**src/rtl/i2c_target_regs.sv**
```systemverilog
// I2C target with a 16 x 8-bit register file and a parallel local port.
// SCL/SDA are oversampled on clk: 2-flop synchronizer plus a 3-sample
// majority filter. SDA is only ever pulled low (open drain) and changes
// HOLD_CYC clk cycles after a filtered SCL fall. SCL is never driven.
module i2c_target_regs #(
  parameter logic [6:0] DEV_ADDR = 7'h50,
  parameter int         HOLD_CYC = 4
) (
  input  logic       clk,
  input  logic       rst_n,
  input  logic       scl_i,
  input  logic       sda_i,
  output logic       sda_o,
  output logic       sda_oen_o,
  input  logic       loc_we_i,
  input  logic [3:0] loc_addr_i,
  input  logic [7:0] loc_wdata_i,
  output logic [7:0] loc_rdata_o,
  output logic       wr_valid_o,
  output logic [3:0] wr_addr_o,
  output logic [7:0] wr_data_o,
  output logic       busy_o
);

  localparam int CNT_W = $clog2(HOLD_CYC + 1);

  typedef enum logic [3:0] {
    ST_IDLE     = 4'd0,
    ST_ADDR     = 4'd1,
    ST_ACK_ADDR = 4'd2,
    ST_PTR      = 4'd3,
    ST_ACK_PTR  = 4'd4,
    ST_WDATA    = 4'd5,
    ST_ACK_W    = 4'd6,
    ST_RDATA    = 4'd7,
    ST_RACK     = 4'd8,
    ST_IGNORE   = 4'd9
  } state_t;

  function automatic logic maj3(input logic a, input logic b, input logic c);
    return (a & b) | (a & c) | (b & c);
  endfunction

  state_t           state_r, state_nx;
  logic [1:0]       scl_sync_r, sda_sync_r, scl_hist_r, sda_hist_r;
  logic             scl_filt_r, sda_filt_r, scl_prev_r, sda_prev_r;
  logic [7:0]       shift_r;
  logic [2:0]       bit_cnt_r;
  logic [3:0]       ptr_r;
  logic             rw_r;
  logic [7:0]       regs_r [16];
  logic             wr_valid_r, busy_r, sda_oen_r;
  logic [3:0]       wr_addr_r;
  logic [7:0]       wr_data_r;
  logic [CNT_W-1:0] hold_cnt_r;

  logic       scl_rise_s, scl_fall_s, start_s, stop_s, last_bit_s;
  logic       byte_state_s, shift_in_state_s, drive_low_s;
  logic       commit_s, ptr_load_s, ptr_adv_s, rd_load_s;
  logic [3:0] ptr_inc_s, rd_idx_s;
  logic [7:0] byte_s;

  // Synchronize and majority-filter the bus lines; idle bus is high.
  always_ff @(posedge clk or negedge rst_n) begin
    if (!rst_n) begin
      scl_sync_r <= 2'b11;
      sda_sync_r <= 2'b11;
      scl_hist_r <= 2'b11;
      sda_hist_r <= 2'b11;
      scl_filt_r <= 1'b1;
      sda_filt_r <= 1'b1;
      scl_prev_r <= 1'b1;
      sda_prev_r <= 1'b1;
    end else begin
      scl_sync_r <= {scl_sync_r[0], scl_i};
      sda_sync_r <= {sda_sync_r[0], sda_i};
      scl_hist_r <= {scl_hist_r[0], scl_sync_r[1]};
      sda_hist_r <= {sda_hist_r[0], sda_sync_r[1]};
      scl_filt_r <= maj3(scl_sync_r[1], scl_hist_r[0], scl_hist_r[1]);
      sda_filt_r <= maj3(sda_sync_r[1], sda_hist_r[0], sda_hist_r[1]);
      scl_prev_r <= scl_filt_r;
      sda_prev_r <= sda_filt_r;
    end
  end

  assign scl_rise_s       = scl_filt_r & ~scl_prev_r;
  assign scl_fall_s       = ~scl_filt_r & scl_prev_r;
  assign start_s          = scl_filt_r & scl_prev_r & sda_prev_r & ~sda_filt_r;
  assign stop_s           = scl_filt_r & scl_prev_r & ~sda_prev_r & sda_filt_r;
  assign byte_s           = {shift_r[6:0], sda_filt_r};
  assign last_bit_s       = (bit_cnt_r == 3'd7);
  assign ptr_inc_s        = ptr_r + 4'd1;
  assign shift_in_state_s = (state_r == ST_ADDR) | (state_r == ST_PTR) | (state_r == ST_WDATA);
  assign byte_state_s     = shift_in_state_s | (state_r == ST_RDATA);

  // State register.
  always_ff @(posedge clk or negedge rst_n) begin
    if (!rst_n) begin
      state_r <= ST_IDLE;
    end else begin
      state_r <= state_nx;
    end
  end

  // Next state and datapath strobes; START/STOP override any bit activity.
  always_comb begin
    state_nx   = state_r;
    commit_s   = 1'b0;
    ptr_load_s = 1'b0;
    ptr_adv_s  = 1'b0;
    rd_load_s  = 1'b0;
    rd_idx_s   = ptr_r;
    if (start_s) begin
      state_nx = ST_ADDR;
    end else if (stop_s) begin
      state_nx = ST_IDLE;
    end else if (scl_rise_s) begin
      case (state_r)
        ST_ADDR: begin
          if (last_bit_s) begin
            if (byte_s[7:1] == DEV_ADDR) state_nx = ST_ACK_ADDR;
            else                         state_nx = ST_IGNORE;
          end else begin
            state_nx = ST_ADDR;
          end
        end
        ST_ACK_ADDR: begin
          if (rw_r) begin
            rd_load_s = 1'b1;
            state_nx  = ST_RDATA;
          end else begin
            state_nx  = ST_PTR;
          end
        end
        ST_PTR: begin
          if (last_bit_s) begin
            ptr_load_s = 1'b1;
            state_nx   = ST_ACK_PTR;
          end else begin
            state_nx   = ST_PTR;
          end
        end
        ST_ACK_PTR: state_nx = ST_WDATA;
        ST_WDATA: begin
          if (last_bit_s) begin
            commit_s = 1'b1;
            state_nx = ST_ACK_W;
          end else begin
            state_nx = ST_WDATA;
          end
        end
        ST_ACK_W: state_nx = ST_WDATA;
        ST_RDATA: begin
          if (last_bit_s) state_nx = ST_RACK;
          else            state_nx = ST_RDATA;
        end
        ST_RACK: begin
          if (!sda_filt_r) begin
            ptr_adv_s = 1'b1;
            rd_load_s = 1'b1;
            rd_idx_s  = ptr_inc_s;
            state_nx  = ST_RDATA;
          end else begin
            state_nx  = ST_IGNORE;
          end
        end
        default: state_nx = state_r;
      endcase
    end else begin
      state_nx = state_r;
    end
  end

  // Shifter, bit counter, pointer, commit outputs and busy flag.
  always_ff @(posedge clk or negedge rst_n) begin
    if (!rst_n) begin
      shift_r    <= 8'h00;
      bit_cnt_r  <= 3'd0;
      ptr_r      <= 4'd0;
      rw_r       <= 1'b0;
      wr_valid_r <= 1'b0;
      wr_addr_r  <= 4'd0;
      wr_data_r  <= 8'h00;
      busy_r     <= 1'b0;
    end else begin
      wr_valid_r <= commit_s;
      if (commit_s) begin
        wr_addr_r <= ptr_r;
        wr_data_r <= byte_s;
      end
      if (start_s || stop_s) begin
        bit_cnt_r <= 3'd0;
      end else if (scl_rise_s && byte_state_s) begin
        bit_cnt_r <= bit_cnt_r + 3'd1;
      end
      if (rd_load_s) begin
        shift_r <= regs_r[rd_idx_s];
      end else if (scl_rise_s && (state_r == ST_RDATA)) begin
        shift_r <= {shift_r[6:0], 1'b0};
      end else if (scl_rise_s && shift_in_state_s) begin
        shift_r <= byte_s;
      end
      if (ptr_load_s) begin
        ptr_r <= byte_s[3:0];
      end else if (commit_s || ptr_adv_s) begin
        ptr_r <= ptr_inc_s;
      end
      if ((state_r == ST_ADDR) && scl_rise_s && last_bit_s) begin
        rw_r <= byte_s[0];
      end
      if (start_s) begin
        busy_r <= 1'b1;
      end else if (stop_s) begin
        busy_r <= 1'b0;
      end
    end
  end

  // Register file: the I2C commit is written last so it wins a collision.
  always_ff @(posedge clk or negedge rst_n) begin
    if (!rst_n) begin
      for (int i = 0; i < 16; i++) regs_r[i] <= 8'h00;
    end else begin
      if (loc_we_i) regs_r[loc_addr_i] <= loc_wdata_i;
      if (commit_s) regs_r[ptr_r] <= byte_s;
    end
  end

  // What SDA should be once the hold delay after an SCL fall expires.
  always_comb begin
    drive_low_s = 1'b0;
    case (state_r)
      ST_ACK_ADDR, ST_ACK_PTR, ST_ACK_W: drive_low_s = 1'b1;
      ST_RDATA:                          drive_low_s = ~shift_r[7];
      default:                           drive_low_s = 1'b0;
    endcase
  end

  // SDA enable changes only HOLD_CYC cycles after a filtered SCL fall.
  always_ff @(posedge clk or negedge rst_n) begin
    if (!rst_n) begin
      sda_oen_r  <= 1'b1;
      hold_cnt_r <= {CNT_W{1'b0}};
    end else if (start_s || stop_s) begin
      sda_oen_r  <= 1'b1;
      hold_cnt_r <= {CNT_W{1'b0}};
    end else if (scl_fall_s) begin
      hold_cnt_r <= CNT_W'(HOLD_CYC);
    end else if (hold_cnt_r != {CNT_W{1'b0}}) begin
      hold_cnt_r <= hold_cnt_r - CNT_W'(1);
      if (hold_cnt_r == CNT_W'(1)) sda_oen_r <= ~drive_low_s;
    end
  end

  assign sda_o       = 1'b0;
  assign sda_oen_o   = sda_oen_r;
  assign loc_rdata_o = regs_r[loc_addr_i];
  assign wr_valid_o  = wr_valid_r;
  assign wr_addr_o   = wr_addr_r;
  assign wr_data_o   = wr_data_r;
  assign busy_o      = busy_r;

endmodule

```
**config.mk**
```make
export PLATFORM = sky130hd
export DESIGN_NAME = i2c_target_regs
export DESIGN_NICKNAME = d
export VERILOG_FILES = /design/src/rtl/i2c_target_regs.sv
export SDC_FILE = /design/constraint.sdc
export NUM_CORES = 1
export LEC_CHECK = 0
export ABC_CLOCK_PERIOD_IN_PS = 3800
export BUFFER_PORTS_ARGS = -buffer_cell sky130_fd_sc_hd__buf_2
export CELL_PAD_IN_SITES_DETAIL_PLACEMENT = 2
export CELL_PAD_IN_SITES_GLOBAL_PLACEMENT = 2
export CORE_ASPECT_RATIO = 0.9
export CORE_UTILIZATION = 42
export CTS_CLUSTER_DIAMETER = 80
export DETAILED_ROUTE_END_ITERATION = 12
export PLACE_DENSITY = 0.93
export SLEW_MARGIN = 30
export SYNTH_ARGS = -nofsm -noshare
export SYNTH_HDL_FRONTEND = slang
export SYNTH_SLANG_ARGS = --single-unit
```
**constraint.sdc**
```tcl
create_clock -name clk -period 3.8 [get_ports clk]
set_input_delay 0.76 -clock clk [delete_from_list [all_inputs] [get_ports clk]]
set_output_delay 0.76 -clock clk [all_outputs]
set_load 0.02 [all_outputs]
```
# Word level (Yosys, flattened, before mapping)
# Index checks and enable logic that the tools add are counted.
# word_totals
reg_bits,178
inputBits,17
out_inout_bits,24
elab_cells,173
# op_classes
add_sub_neg,3
n_lt_le_gt_ge,5
n_eq_ne,12
n_mux,66
bitwise_logic,29
n_reduce_logical,23
# ops
operator,count
$bwmux W128,2
$mux W128,2
$mux W8,9
$bmux W8 S4,2
$demux W8 S4,2
$mux W4,14
$pmux W4 S7,1
$mux W1,24
$mux W3,7
$eq A4 B3 Y1 const B,4
$ge A5 B5 Y1 const B,3
$not A4 Y5,3
$and A1 B1 Y1,13
$reduce_bool A3 Y1,4
$lt A5 B1 Y1 const B,2
$reduce_bool A2 Y1,5
$reduce_bool A9 Y1,1
$eq A4 B2 Y1 const B,2
$eq A7 B7 Y1 const B,1
$logic_and A1 B1 Y1,7
$or A1 B1 Y1,7
$not A1 Y1,6
$add A4 B1 Y4 const B,1
$eq A4 B1 Y1 const B,1
other kinds (13),15

# Depth between registers and ports, before layout
# logic_depth
ltp_word,11
ltp_mapped,11
ltp_nobuf,8

# Worst setup path before layout
# No wires, ideal clock.
# synth_timing
kind,input to output
startpoint,in loc_addr_i[1]
endpoint,out loc_rdata_o[1]
arrival_time_ps,2358
slack_ps,682
stages,4
path_cell_list,clkbuf_1 -> buf_2 -> mux4_2 -> mux4_2
# synth_via
elab_chain_cells,4
# synth_rtl
item,line_no,rtl
start: declaration,16,"input logic [3:0] loc_addr_i,"
$not A4 Y5 (implied by the code),257,assign loc_rdata_o = regs_r[loc_addr_i];
$bmux W8 S4,257,
$mux W8 (implied by the code) (2 in series),257,
end: declaration,18,"output logic [7:0] loc_rdata_o,"
# Every way passes these cells. The select of a mux whose other input is x is not followed.

# Worst setup path after layout
# layout_timing
startpoint,reg state_r[0]
endpoint,reg regs_r[30] in the netlist's numbering
# layout_via
elab_chain_cells,6
# layout_rtl
item,line_no,rtl
start: declaration,44,"state_t state_r, state_nx;"
start signal: assignment,101,state_r <= state_nx;
$eq A4 B3 Y1,118,case (state_r)
$mux W1,118,
$mux W1,117,end else if (scl_rise_s) begin
$mux W1,115,end else if (stop_s) begin
$mux W1,113,if (start_s) begin
$mux W128,225,if (commit_s) regs_r[ptr_r] <= byte_s;
end signal: indexed assignment,224,if (loc_we_i) regs_r[loc_addr_i] <= loc_wdata_i;
end signal: indexed assignment,225,
end: declaration,51,logic [7:0] regs_r [16];
# Every way passes these cells.
# A chain may end at the register's enable or synchronous reset.

==> flow_summary.yaml <==
synth:
  ys_seq_area_share_pct: 39.70
  synthCells: 1116
  ys_ff_latch: 178
  synth_ff_type: "dfrtp_1"
  avgSynthCellArea_sq_um: 10.09
  synth_top_cell_by_area: "dfrtp_1"
  async_flop_share_pct: 100.0
  synthTopCellsByArea: "dfrtp_1 (37%), mux4_2 (14%), mux2i_1 (14%), nand2_1 (6.2%), o21ai_0 (4.5%)"
  yosysUniqueCellTypes: 67
  synth_top_area_share_pct: 36.66
  synth_area_sq_um: 11260
  syn_nets: 1142
  yosys_warnings: 0
  synth-edff-count: 0
pwr:
  swShare_pct: 42.55
  combPwrFrac_pct: 32.0
  leakage_nw: 5.030
  power.density_nw_per_um2: 602.9
  p_seq_share_pct: 43.5
  power_mw: 7.509
  ir_drop_v: 0.0003880
  clockPowerShare_pct: 24.5
  p_switching_mw: 3.195
  p_int_mw: 4.314
outcome:
  outcome: "finished, final reports clean"
sta:
  tightestPinTransition_ps: 1048
  hold_viol_final: 0
  relSlewSlack_pct: 30.13
  tns_ps: 0
  holdWs_ps: 326.7
  setup-violations-final: 0
  max_freq_mhz: 309.9
  timing.final.ws_setup_ps: 572.8
  skew_ps: 16.86
  rsz0062_at_grt: "no"
  finalCriticalPeriod_ps: 3227
  drv_slew: 0
  period_share_pct: 84.93
route:
  dr.pass1.iters: 8
  drt_iter0_drc: 1278
  via_per_inst: 7.036
  routed_wl_mm: 50.60
  num_vias: 10463
  drc: 0
  postRouteAntennaNets: 0
  wl_per_cell_um: 34.03
placed_design:
  dpl.hpwl_mm: 34.44
  post_dp_cell_area_sq_um: 11830
  pre_cts_slack_ps: 628.1
  place_inst: 1448
  io_buffers: 39
  place_congestion: 1.022
global_route:
  grt_pass1_wl_mm: 75.84
  grt_overflow: 0
  groute.usage.overall_pct: 38.28
  grt_max_degree: 74
  antenna_found_initial: 6
  grt_pass1_vias: 11380
setup_path:
  slowest_stage: "nand4_1"
  slowest_delay_ps: 670
  crit_type: "reg -> reg"
  r2r_setup_slack_ps: 570
  cp.required_ps: 4090
  startpoint_type: "register"
  path_buf_inv: 2
  cp_cell_sequence: "and4bb_2 > nand3_1 > clkinv_1 > buf_4 > nand4_1 > nor2_1 > a21oi_1"
  worstPathMaxFanout: 16
  end_kind: "register"
  arrival_ps: 3520
  cp_top_family: "simple AND/OR/NAND/NOR gates"
hold_path:
  hold_path.class: "in -> async"
cells_and_area:
  finalNetCount: 1146
  seq_area_sq_um: 4473
  drive_gt1_share_pct: 19.06
  syn2layout_area_growth_pct: 10.59
  fin_area_sq_um: 12450
  fin_util_pct: 47.53
  final_cells: 1487
  fillers: 2687
  multi_input_area_sq_um: 6352
clocking:
  cts_resized: 0
  hold_buffers: 0
  cts.path.max_buffers: 2
  cts_made_buffers: 17
  clock_latency_ps: 460
  post-cts-setup-buffers: 0
  cts_tree: "done"
  cts.sinks: 178
  root_buffer: "clkbuf_16"
  clk_pin_slew_ps: 80
  htreeDepth: 4
floorplan:
  die_height_um: 157.3
  core_sq_um: 26210
  ios: 41
  die_width_um: 174.6
  start_util_pct: 42.98
  num_rows: 56
  die_area_sq_um: 27470
run:
  maxCapViolations: 0
-- cell type report --
| type | count | area share, % |
|---|---|---|
| inverter | 10 | 0.3014 |
| timing repair buffer | 79 | 4.511 |
| multi-input combinational | 834 | 51.00 |
| clock inverter | 14 | 1.125 |
| sequential | 178 | 35.92 |
| tap | 348 | 3.496 |
| clock buffer | 18 | 3.526 |
| antenna | 6 | 0.1206 |
-- worst register-to-register path, delay by kind of cell (launching register included) --
kind / cells / cell delay [ps]
simple gates: 4 / 1890
flops: 1 / 660
buf+inv: 2 / 400
compound gates: 1 / 110
-- power by group through the flow --
stage	clock (mW)	combinational (mW)	sequential, mW
after floorplan	0	1.71	2.63
after global placement	0	2.08	3.12
after detailed placement	0	2.29	3.16
after CTS	1.86	2.33	3.16
after global routing	1.91	2.54	3.25
final	1.84	2.40	3.26
-- per-layer routing --
layer  part of all wire (%)  vias up  global-route usage [%]
li1                       -     4081                       -
met1                     38     5417                   46.98
met2                     46      742                   60.25
met3                     11      221                   11.93
met4                    5.1        2                   21.20
met5                  0.026        -                       0
-- cells in the mapped netlist (10+ instances only) --
| library cell | instances |
|---|---|
| clkbuf_1 | 60 |
| nand3_1 | 28 |
| nand2b_1 | 10 |
| a21oi_1 | 72 |
| o21ai_0 | 101 |
| dfstp_2 | 13 |
| dfrtp_1 | 165 |
| nor2_1 | 82 |
| buf_2 | 21 |
| nand2_1 | 186 |
| mux2i_1 | 154 |
| mux4_2 | 70 |
-- cell families (layout without fill, tap and decap cells) --
| kind of cell | Yosys count | after routing | share of synthesized area [%] |
|---|---|---|---|
| buffers and inverters | 104 | 121 | 3.966 |
| flip-flops | 178 | 178 | 39.70 |
| multiplexers | 230 | 230 | 28.29 |
| XOR/XNOR | 6 | 6 | 0.6333 |
| AO/OA/AOI/OAI | 233 | 233 | 12.27 |
| AND/OR/NAND/NOR | 353 | 353 | 13.94 |
| adder cells (fa/ha/maj) | 11 | 11 | 1.178 |
| other | 1 | 7 | 0.03330 |
-- worst paths after layout --
path,from,endpoint,cells past startpoint
setup / recovery,state_r[0],regs_r[30],7
hold / removal,rst_n,hold_cnt_r[0],1
setup reg to reg,state_r[0],regs_r[30],7
hold reg to reg,sda_sync_r[0],sda_sync_r[1],0
max in group asynchronous,rst_n,regs_r[42],2
min in group clk,sda_sync_r[0],sda_sync_r[1],0
-- sequential cells by signal, summed over array words and instances (netlist names) --
| signal | cells |
|---|---|
| regs_r | 128 |
| shift_r | 8 |
| wr_data_o | 8 |
| ptr_r | 4 |
| state_r | 4 |
| wr_addr_o | 4 |
| bit_cnt_r | 3 |
| hold_cnt_r | 3 |
| scl_hist_r | 2 |
| scl_sync_r | 2 |
| sda_hist_r | 2 |
| sda_sync_r | 2 |
| busy_o | 1 |
| rw_r | 1 |
| scl_filt_r | 1 |
| scl_prev_r | 1 |
| sda_filt_r | 1 |
| sda_oen_o | 1 |
| sda_prev_r | 1 |
| wr_valid_o | 1 |
-- placed cells by master (no fill, tap or decap), types with 3 or more instances in the layout --
cell,instances
a2111oi_0,4
a21oi_1,72
a221oi_1,4
a222oi_1,5
a31oi_1,5
a41o_1,5
and3_1,5
buf_12,3
buf_2,38
buf_4,36
clkbuf_16,17
clkinv_1,3
dfrtp_1,163
dfstp_2,13
diode_2,6
ha_1,9
inv_1,8
inv_6,5
inv_8,3
mux2_2,6
mux2i_1,154
mux4_2,70
nand2_1,186
nand2b_1,10
nand3_1,28
nand3b_1,5
nand4_1,4
nor2_1,81
nor2b_1,5
nor3_1,5
o211ai_1,3
o21ai_0,101
o21ai_1,3
o22ai_1,5
o31a_1,5
or3_1,4
xnor2_1,4
No activity file was read; power rests on OpenSTA's default activity.
